## config.mk

```make
export PLATFORM = sky130hd
export DESIGN_NAME = ht_sequencer
export DESIGN_NICKNAME = d
export VERILOG_FILES = /design/src/rtl/ht_sequencer.sv
export SDC_FILE = /design/constraint.sdc
export NUM_CORES = 1
export LEC_CHECK = 0
export CAP_MARGIN = 20
export CORE_UTILIZATION = 25
export DETAILED_ROUTE_END_ITERATION = 6
export PLACE_DENSITY = 0.43
export SYNTH_ARGS = -nofsm -noshare
export SYNTH_HDL_FRONTEND = slang
export SYNTH_SLANG_ARGS = --single-unit
```

## constraint.sdc

```tcl
create_clock -name clkl -period 3.8 [get_ports clkl]
set_input_delay 0.38 -clock clkl [delete_from_list [all_inputs] [get_ports clkl]]
set_output_delay 0.38 -clock clkl [all_outputs]
set_load 0.02 [all_outputs]
```

## src/rtl/ht_sequencer.sv

```systemverilog
// Hidden-state sequencer: buffers samples, streams t of them plus one tail cycle to an
// averager, then captures its result. Define HT_SEQ_DONE_SYNC_EN to synchronise done_in.
module ht_sequencer #(
  parameter int DEPTH = 64,
  parameter int AW    = 6
) (
  input  logic        clkl,
  input  logic        rst_n,
  input  logic        wr_en,
  input  logic [15:0] wr_data,
  input  logic [7:0]  t,
  input  logic        go,
  input  logic        done_in,
  input  logic [15:0] ave_in,
  output logic [15:0] ht,
  output logic        start,
  output logic [15:0] ave_out,
  output logic        ave_valid,
  output logic        busy,
  output logic        full,
  output logic        err
);

  typedef enum logic [1:0] {IDLE, STREAM, TAIL, WAIT} state_t;

  state_t        state, state_nxt;
  logic [15:0]   mem [DEPTH];
  logic [AW-1:0] wr_ptr, rd_ptr;
  logic [AW:0]   count;
  logic [7:0]    remain;
  logic          push, pop, capture;
  logic          t_fits, go_ok, go_bad;
  logic          done_src, done_r, done_d, done_rise;

  assign full   = (count == (AW+1)'(DEPTH));
  assign push   = wr_en && !full;
  assign busy   = (state != IDLE);
  assign t_fits = (t != 8'd0) && ({1'b0, t} <= 9'(count));
  assign go_ok  = go && (state == IDLE) && t_fits;
  assign go_bad = go && (state == IDLE) && !t_fits;

  // NOTE: the sample store has no reset; occupancy and pointers define which entries are
  // meaningful, so clearing the array would only cost reset fan-out.
  always_ff @(posedge clkl) begin
    if (push) mem[wr_ptr] <= wr_data;
  end

  // NOTE: every clocked block uses non-blocking assignments so all registers see the
  // pre-edge values of each other, independent of block evaluation order.
  always_ff @(posedge clkl or negedge rst_n) begin
    if (!rst_n) begin
      wr_ptr <= '0;
      rd_ptr <= '0;
      count  <= '0;
    end else begin
      if (push) wr_ptr <= wr_ptr + AW'(1);
      if (pop)  rd_ptr <= rd_ptr + AW'(1);
      case ({push, pop})
        2'b10:   count <= count + (AW+1)'(1);
        2'b01:   count <= count - (AW+1)'(1);
        default: count <= count;
      endcase
    end
  end

`ifdef HT_SEQ_DONE_SYNC_EN
  logic [1:0] done_sync;

  always_ff @(posedge clkl or negedge rst_n) begin
    if (!rst_n) done_sync <= '0;
    else        done_sync <= {done_sync[0], done_in};
  end

  assign done_src = done_sync[1];
`else
  assign done_src = done_in;
`endif

  // Edge detector runs in every state so a done level left over from an earlier run
  // never looks like a fresh completion.
  always_ff @(posedge clkl or negedge rst_n) begin
    if (!rst_n) begin
      done_r <= 1'b0;
      done_d <= 1'b0;
    end else begin
      done_r <= done_src;
      done_d <= done_r;
    end
  end

  assign done_rise = done_r && !done_d;

  always_ff @(posedge clkl or negedge rst_n) begin
    if (!rst_n) state <= IDLE;
    else        state <= state_nxt;
  end

  // NOTE: every output of this block gets a default before the case, so no path leaves
  // a signal unassigned and no latch is inferred.
  always_comb begin
    state_nxt = state;
    start     = 1'b0;
    ht        = '0;
    pop       = 1'b0;
    capture   = 1'b0;
    case (state)
      IDLE: begin
        if (go_ok) state_nxt = STREAM;
      end
      STREAM: begin
        start = 1'b1;
        ht    = mem[rd_ptr];
        pop   = 1'b1;
        if (remain == 8'd1) state_nxt = TAIL;
      end
      TAIL: begin
        start     = 1'b1;
        state_nxt = WAIT;
      end
      WAIT: begin
        if (done_rise) begin
          capture   = 1'b1;
          state_nxt = IDLE;
        end
      end
      default: state_nxt = IDLE;
    endcase
  end

  always_ff @(posedge clkl or negedge rst_n) begin
    if (!rst_n) begin
      remain    <= '0;
      ave_out   <= '0;
      ave_valid <= 1'b0;
      err       <= 1'b0;
    end else begin
      if (go_ok)    remain <= t;
      else if (pop) remain <= remain - 8'd1;
      if (capture)  ave_out <= ave_in;
      ave_valid <= capture;
      err       <= go_bad;
    end
  end

endmodule

```

==> results of run 1 <==
## per-layer routing
| layer | part of all wire [%] | global-route usage (%) | vias to the layer above | routed length (µm) |
|---|---|---|---|---|
| met2 | 47 | 23.51 | 584 | 58280 |
| met5 | 0 | 0 | - | 0 |
| met3 | 4.8 | 2.504 | 175 | 5858 |
| met1 | 45 | 20.14 | 11870 | 55840 |
| met4 | 2.6 | 3.801 | 0 | 3148 |
| li1 | - | - | 9178 | - |
## how the worst min path moves through the flow
stage,from,endpoint,slack (ps),depth (start not counted)
final,done_in,done_r,100,1
after global placement,done_r,done_d,380,0
after detailed placement,done_r,done_d,400,0
after floorplan,rst_n,ave_out[0],80,0
after global routing,done_in,done_r,60,1
after CTS,done_in,done_r,30,1
## cell usage in the layout (no fill, tap or decap), types with 45 or more instances in the layout
cell	count
edfxtp_1	1024
mux4_2	192
nand2_1	61
dfrtp_1	45
mux2i_1	130
clkdlybuf4s50_1	48
nor2_1	82
buf_4	178
clkbuf_16	115
## registers in the layout, indices dropped and copies added, names as in the netlist
register	count
ave_out	16
done_r	1
rd_ptr	6
state	2
err	1
done_d	1
ave_valid	1
wr_ptr	6
mem	1024
remain	8
count	7
## power by group
group / internal, mW / switching (mW)
sequential: 13.6 / 0.469
clock: 6.65 / 4.76
combinational: 5.68 / 7.09
total: 25.9 / 12.3
## worst register-to-register path: stages, from the launching register on
cell	delay, ps
dfrtp_1	450
nor4_1	400
a31oi_1	210
inv_1	240
ha_1	230
xor2_1	160
ha_1	240
a21boi_0	200
o22ai_1	140
or3_1	320
a21oi_1	200
xnor2_1	140
## metrics by stage
| step | area [µm²] | util [%] | std cells |
|---|---|---|---|
| after floorplan | 41830 | - | 2059 |
| after global placement | 46350 | 28.00 | 4387 |
| after detailed placement | 46390 | 28.02 | 4389 |
| after CTS | 51100 | 30.87 | 4642 |
| after global routing | 51240 | 30.95 | 4651 |
| final | 51240 | 30.95 | 4652 |
## repair_timing
action / in CTS / in global routing
endpoints found under the setup margin: 16 / 12
cloned: 9 / 1
pin swaps: 9 / 4
endpoints found under the hold margin: 29 / 0
buffers inserted: 27 / 8
gates resized for setup: 110 / 12
hold buffers: 2 / 0
## kinds of logic after synthesis
logic type	count (synthesis)
AOI/OAI and AO/OA	278
xor gates and xnor gates	23
adders and majority gates	19
buffers and inverters	137
DFF	1073
muxes	331
and+or+nand+nor	198
## layout make-up
class	instances	area [µm²]
Fill cell	15974	114300
Sequential cell	1073	31990
Multi-Input combinational cell	849	9430
Timing Repair Buffer	308	3182
Clock buffer	136	2955
Tap cell	2189	2739
Clock inverter	79	878.3
Inverter	17	63.81
Antenna cell	1	2.502
==> summary.txt, run 1 <==
Worst setup path
  • Crit path max fanout: 8
  • Req. time, crit path: 3420 ps
  • Worst setup SP type: flop
  • Worst Path Class, Setup: reg2out
  • RR Startpoint: count[0]
  • Critical path origin: rd_ptr[0]
  • Crit path cell chain: buf_12, buf_16, mux4_2, a22o_1, a211oi_2, a211o_1, o21ai_2, clkdlybuf4s15_2
  • Crit path depth: 8
  • Max stage delay on crit path: roughly 540 ps
  • Worst setup EP type: primary output
  • Reg2reg setup slack: approximately 800 ps
  • FF-to-FF End: count[4]
  • CP Buf/Inv Count: 3
  • R2R depth: 11
  • CP top delay family: compound AO/OA/AOI/OAI gates
  • Slowest-stage cell, CP: dfrtp_4
  • CP arrival: 3330 ps
  • Crit path to: ht[3]

Cells and area
  • P&R area growth vs syn: 22.49%
  • Share of cells above drive strength 1: around 29%
  • Final nets: 2427

Floorplanning
  • Die Width: slightly above 400 µm
  • Starting Density: 25.27%
  • Chip Height: 411.1 µm
  • I/O Pins: 82
  • Rows: 149
  • Core box area: 165500 µm²
  • Die area: between 150000 and 200000 µm²

Power and ir drop
  • P per Cell Area: roughly 750 nW/µm²
  • Static Leakage: around 17 nW
  • Total power: 38.26 mW
  • Worst IR Drop VDD: ~0.38 mV

Synthesis
  • Synth top area share: roughly 74%
  • Syn Nets: approximately 2100
  • Synth Area in XOR/XNOR: less than 1%
  • Commonest cells post-synth: 1024 x edfxtp_1, 192 x mux4_2, 130 x mux2i_1
  • Unique masters post-synth: 61
  • Largest family of logic cells by synthesized area: multiplexers
  • Post-Synth Adder-Cell Area: less than 1%
  • Most frequent cell after synthesis: edfxtp_1
  • Syn Area/Cell: between 20 and 25 µm²
  • Gate Count Post-Synth: between 2000 and 2500
  • Synth Area in Compound Gates: under 10%
  • Async set-reset flop share out of synthesis: around 4.6%
  • Mux cell area share after synthesis: about 14%
  • Top FF cell, synth: edfxtp_1
  • Post-synthesis sequential area ratio: 76.44%
  • Ys Warns: 0
  • Synth area leaders: edfxtp_1 74%, mux4_2 10%, mux2i_1 3.1%
  • Post-synthesis simple-gate area fraction: under 10%
  • #FFs+latches synth: between 1000 and 1500
  • Cell type with the highest aggregate area in the netlist: edfxtp_1
  • Post-synth EDFFs: 1024
  • Post-Syn Area: 41830 µm²

Timing
  • Setup TNS: 0 ps
  • Final worst slack: approximately 90 ps
  • RSZ-0062 raised after global routing: no
  • Peak Freq: around 0.27 GHz
  • Final hold vios: 0
  • # setup viols final: 0
  • Worst-Margin Slew: between 1000 and 1500 ps
  • Final Skew: a little under 30 ps
  • Pins Over Slew Limit: 0
  • Tmin final: 3712 ps
  • Hold_ws: 96.39 ps
  • Final period util: 97.68%
  • Relative slew slack: approximately a quarter

Global routing
  • Tot GR Track Use: roughly 15%
  • Overflow after GRT: 0
  • Pin count of the biggest net entering global routing: 64
  • Initial antenna violation count: 9
  • Vias in the first global route: 22856
  • Global-route wire length before repair: between 150000 and 200000 µm

Route
  • Via-per-instance ratio: around 4.7
  • Wire length per cell: 26.47 µm
  • Routed WL: between 100000 and 150000 µm
  • First-pass iteration count of the detailed router: 5
  • Vias: about 22000
  • DRT iter0 DRCs: 1849
  • Post-route ant nets: 0
  • DRC: 0

Clock network
  • Max clock buf depth: 3
  • Reg clk slew, reported paths: approximately 60 ps
  • Clock Tree Root: clkbuf_16
  • CTS tree: done
  • H-tree Lvls: 3
  • CTS buffer count: roughly 110
  • CTS sink cnt: ~1100
  • Clk_lat worst skew: roughly 720 ps

Hold path
  • Hold Path Class: in2reg

Job
  • Max-cap viol count: 0

Placement
  • Place WS: a little under 200 ps
  • Port buffer count: around 80
  • Detailed Place HPWL: 74700 µm
  • GPL Wtd Cong: ~0.80

Outcome
  • Status: complete, no violations
Note: power is estimated with default switching activity, not from simulation.
==> run 2: changes to the inputs <==
--- a/config.mk
+++ b/config.mk
@@ -8,7 +8,7 @@
 export CAP_MARGIN = 20
 export CORE_UTILIZATION = 25
 export DETAILED_ROUTE_END_ITERATION = 6
-export PLACE_DENSITY = 0.43
+export PLACE_DENSITY = 0.47
 export SYNTH_ARGS = -nofsm -noshare
 export SYNTH_HDL_FRONTEND = slang
 export SYNTH_SLANG_ARGS = --single-unit
==> run 2 against run 1 <==
Effect of this change: wire length fell by 5.9%; combinational power about the same; highest routed layer is now met5; via count is 0.65% lower; worst hold slack improved by 44 ps; critical path depth is 1 lower; critical path type unchanged; sequential power hardly changed; count of clock-buffer cells in the layout unchanged; global-route usage shrank 0.87 points; clock power hardly changed; register-to-register slack worse by 160 ps; worst setup slack got worse by 4.6 ps.
==> summary.txt, run 2 (synthesis gave the netlist of run 1 again) <==
Timing
  • Final hold vios: 0
  • Final Skew: 88.24 ps
  • # setup viols final: 0
  • Worst-Margin Slew: between 1000 and 1500 ps
  • Peak Freq: 0.2691 GHz
  • Final period util: 97.80%
  • RSZ-0062 raised after global routing: yes
  • Tmin final: about 3700 ps
  • Pins Over Slew Limit: 0
  • Relative slew slack: a little over a quarter
  • Setup TNS: 0 ps

Worst setup path
  • Crit path max fanout: 22
  • R2R depth: 11
  • Worst Path Class, Setup: reg2out
  • FF-to-FF End: count[6]
  • Worst setup EP type: primary output
  • Reg2reg setup slack: 640 ps
  • Req. time, crit path: 3420 ps
  • CP arrival: 3340 ps
  • Worst setup SP type: flop
  • RR Startpoint: state[1]

Hold path
  • WHS Endpoint: mem[4][6]
  • Hold Path Class: in2reg
  • Hold Path Origin: wr_data[6]
  • Hold path depth: 1

Clock network
  • CTS tree: done
  • Clock Tree Root: clkbuf_16
  • Reg clk slew, reported paths: approximately 60 ps
  • CTS buffer count: 113
  • CTS sink cnt: about 1100
  • H-tree Lvls: 3
  • Clk_lat worst skew: approximately 750 ps
  • Max clock buf depth: 3

Cells and area
  • Largest registers: mem (1024), ave_out (16), remain (8)
  • Top reg by flops: mem
  • Commonest cells after routing, fill and taps aside: 1024 x edfxtp_1, 200 x buf_4, 192 x mux4_2
  • Final instance area: just over 50000 µm²
  • Max FFs per register: between 1000 and 1500
  • Non-filler cells, final: between 4000 and 5000
  • Most common cell after layout, fill and taps aside: edfxtp_1
  • Final nets: between 2000 and 2500
  • Share of cells above drive strength 1: 29.65%
  • Fillers: about 16000
  • P&R area growth vs syn: 23.10%
  • Final core occ: between 30% and 40%

Placement
  • Placed cell areas: roughly 47000 µm²
  • DP Cell Count: between 4000 and 5000
  • Port buffer count: just over 80
  • Detailed Place HPWL: 72390 µm
  • GPL Wtd Cong: a little under 0.8

Route
  • Via-per-instance ratio: between 4 and 5
  • DRT iter0 DRCs: approximately 1800
  • Post-route ant nets: 0
  • First-pass iteration count of the detailed router: 5
  • Routed WL: 115900 µm
  • DRC: 0
  • Wire length per cell: approximately 25 µm
  • Vias: around 22000

Power and ir drop
  • Static Leakage: between 15 and 20 nW
  • P per Cell Area: ~740 nW/µm²
  • Worst IR Drop VDD: 0.4238 mV

Global routing
  • Overflow after GRT: 0
  • Initial antenna violation count: 2
  • Vias in the first global route: about 23000
  • Tot GR Track Use: a little over an eighth
  • Pin count of the biggest net entering global routing: 65
  • Global-route wire length before repair: 166400 µm

Floorplanning
  • Rows: about 150
  • Die area: ~170000 µm²
  • Starting Density: between 20% and 30%
  • Chip Height: a little over 400 µm
  • Die Width: just over 400 µm
  • I/O Pins: between 80 and 90
  • Core box area: about 170000 µm²

Job
  • Max-cap viol count: 0

Outcome
  • Status: complete, no violations
## run 2: cell types whose count changed in the layout (fill, tap and decap cells not counted), moves of 5 or more
cell	delta
a211o_4	+5
a22o_2	+6
a22oi_1	+10
a22oi_2	-10
buf_12	+11
buf_16	-7
buf_4	+22
clkinv_1	+5
clkinv_2	-7
o221ai_1	-10
o221ai_2	+9
## run 2: power breakdown
group	total (mW)	internal [mW]	switching [mW]
Combinational	13.0	5.85	7.11
Sequential	14.1	13.6	0.474
Clock	11.2	6.46	4.71
Total	38.2	25.9	12.3
## run 2: routing by layer
layer / up-vias / share of wire (%) / global-route usage, %
met2: 653 / 49 / 23.01
met5: - / 0.015 / 0
met1: 11651 / 43 / 18.17
met4: 2 / 2.0 / 3.416
met3: 144 / 5.4 / 2.454
li1: 9215 / - / -
## run 2: cell type report
class	count	area, µm²	area share [%]
Sequential cell	1073	31990	62.12
Antenna cell	1	2.502	0.004860
Clock buffer	136	2914	5.659
Tap cell	2189	2739	5.319
Clock inverter	74	883.3	1.715
Multi-Input combinational cell	849	9515	18.48
Timing Repair Buffer	337	3387	6.577
Inverter	17	63.81	0.1239
## run 2: critical path: stages (launching register included)
cell      delay (ps)
dfrtp_4          530
buf_12           180
buf_12           210
mux4_2           570
a211oi_2         500
a22o_1           300
o21ai_2          120
buf_4            180
## run 2: stage by stage
step                      worst slack [ps]  hold slack, ps  power [mW]
after floorplan                      849.8           84.41       21.00
after global placement               120.7           385.2       26.20
after detailed placement             89.06           387.2       26.33
after CTS                           -58.59           79.73       38.53
after global routing                -17.09           96.25       39.75
final                                83.55           140.4       38.23
## run 2: repair_timing
action,CTS,global route
buffers inserted,18,8
endpoints found under the setup margin,16,13
hold buffers,1,0
pin swaps,8,1
gates cloned,5,0
resized for setup,136,24
endpoints found under the hold margin,23,0
## run 2: how the worst max path moves through the flow
stage | cells past startpoint | start | end
global route | 9 | rd_ptr[0] | ht[4]
global placement | 8 | rd_ptr[0] | ht[9]
finish | 7 | rd_ptr[0] | ht[6]
floorplan | 13 | count[4] | count[4]
CTS | 9 | rd_ptr[0] | ht[12]
detailed placement | 8 | rd_ptr[0] | ht[13]
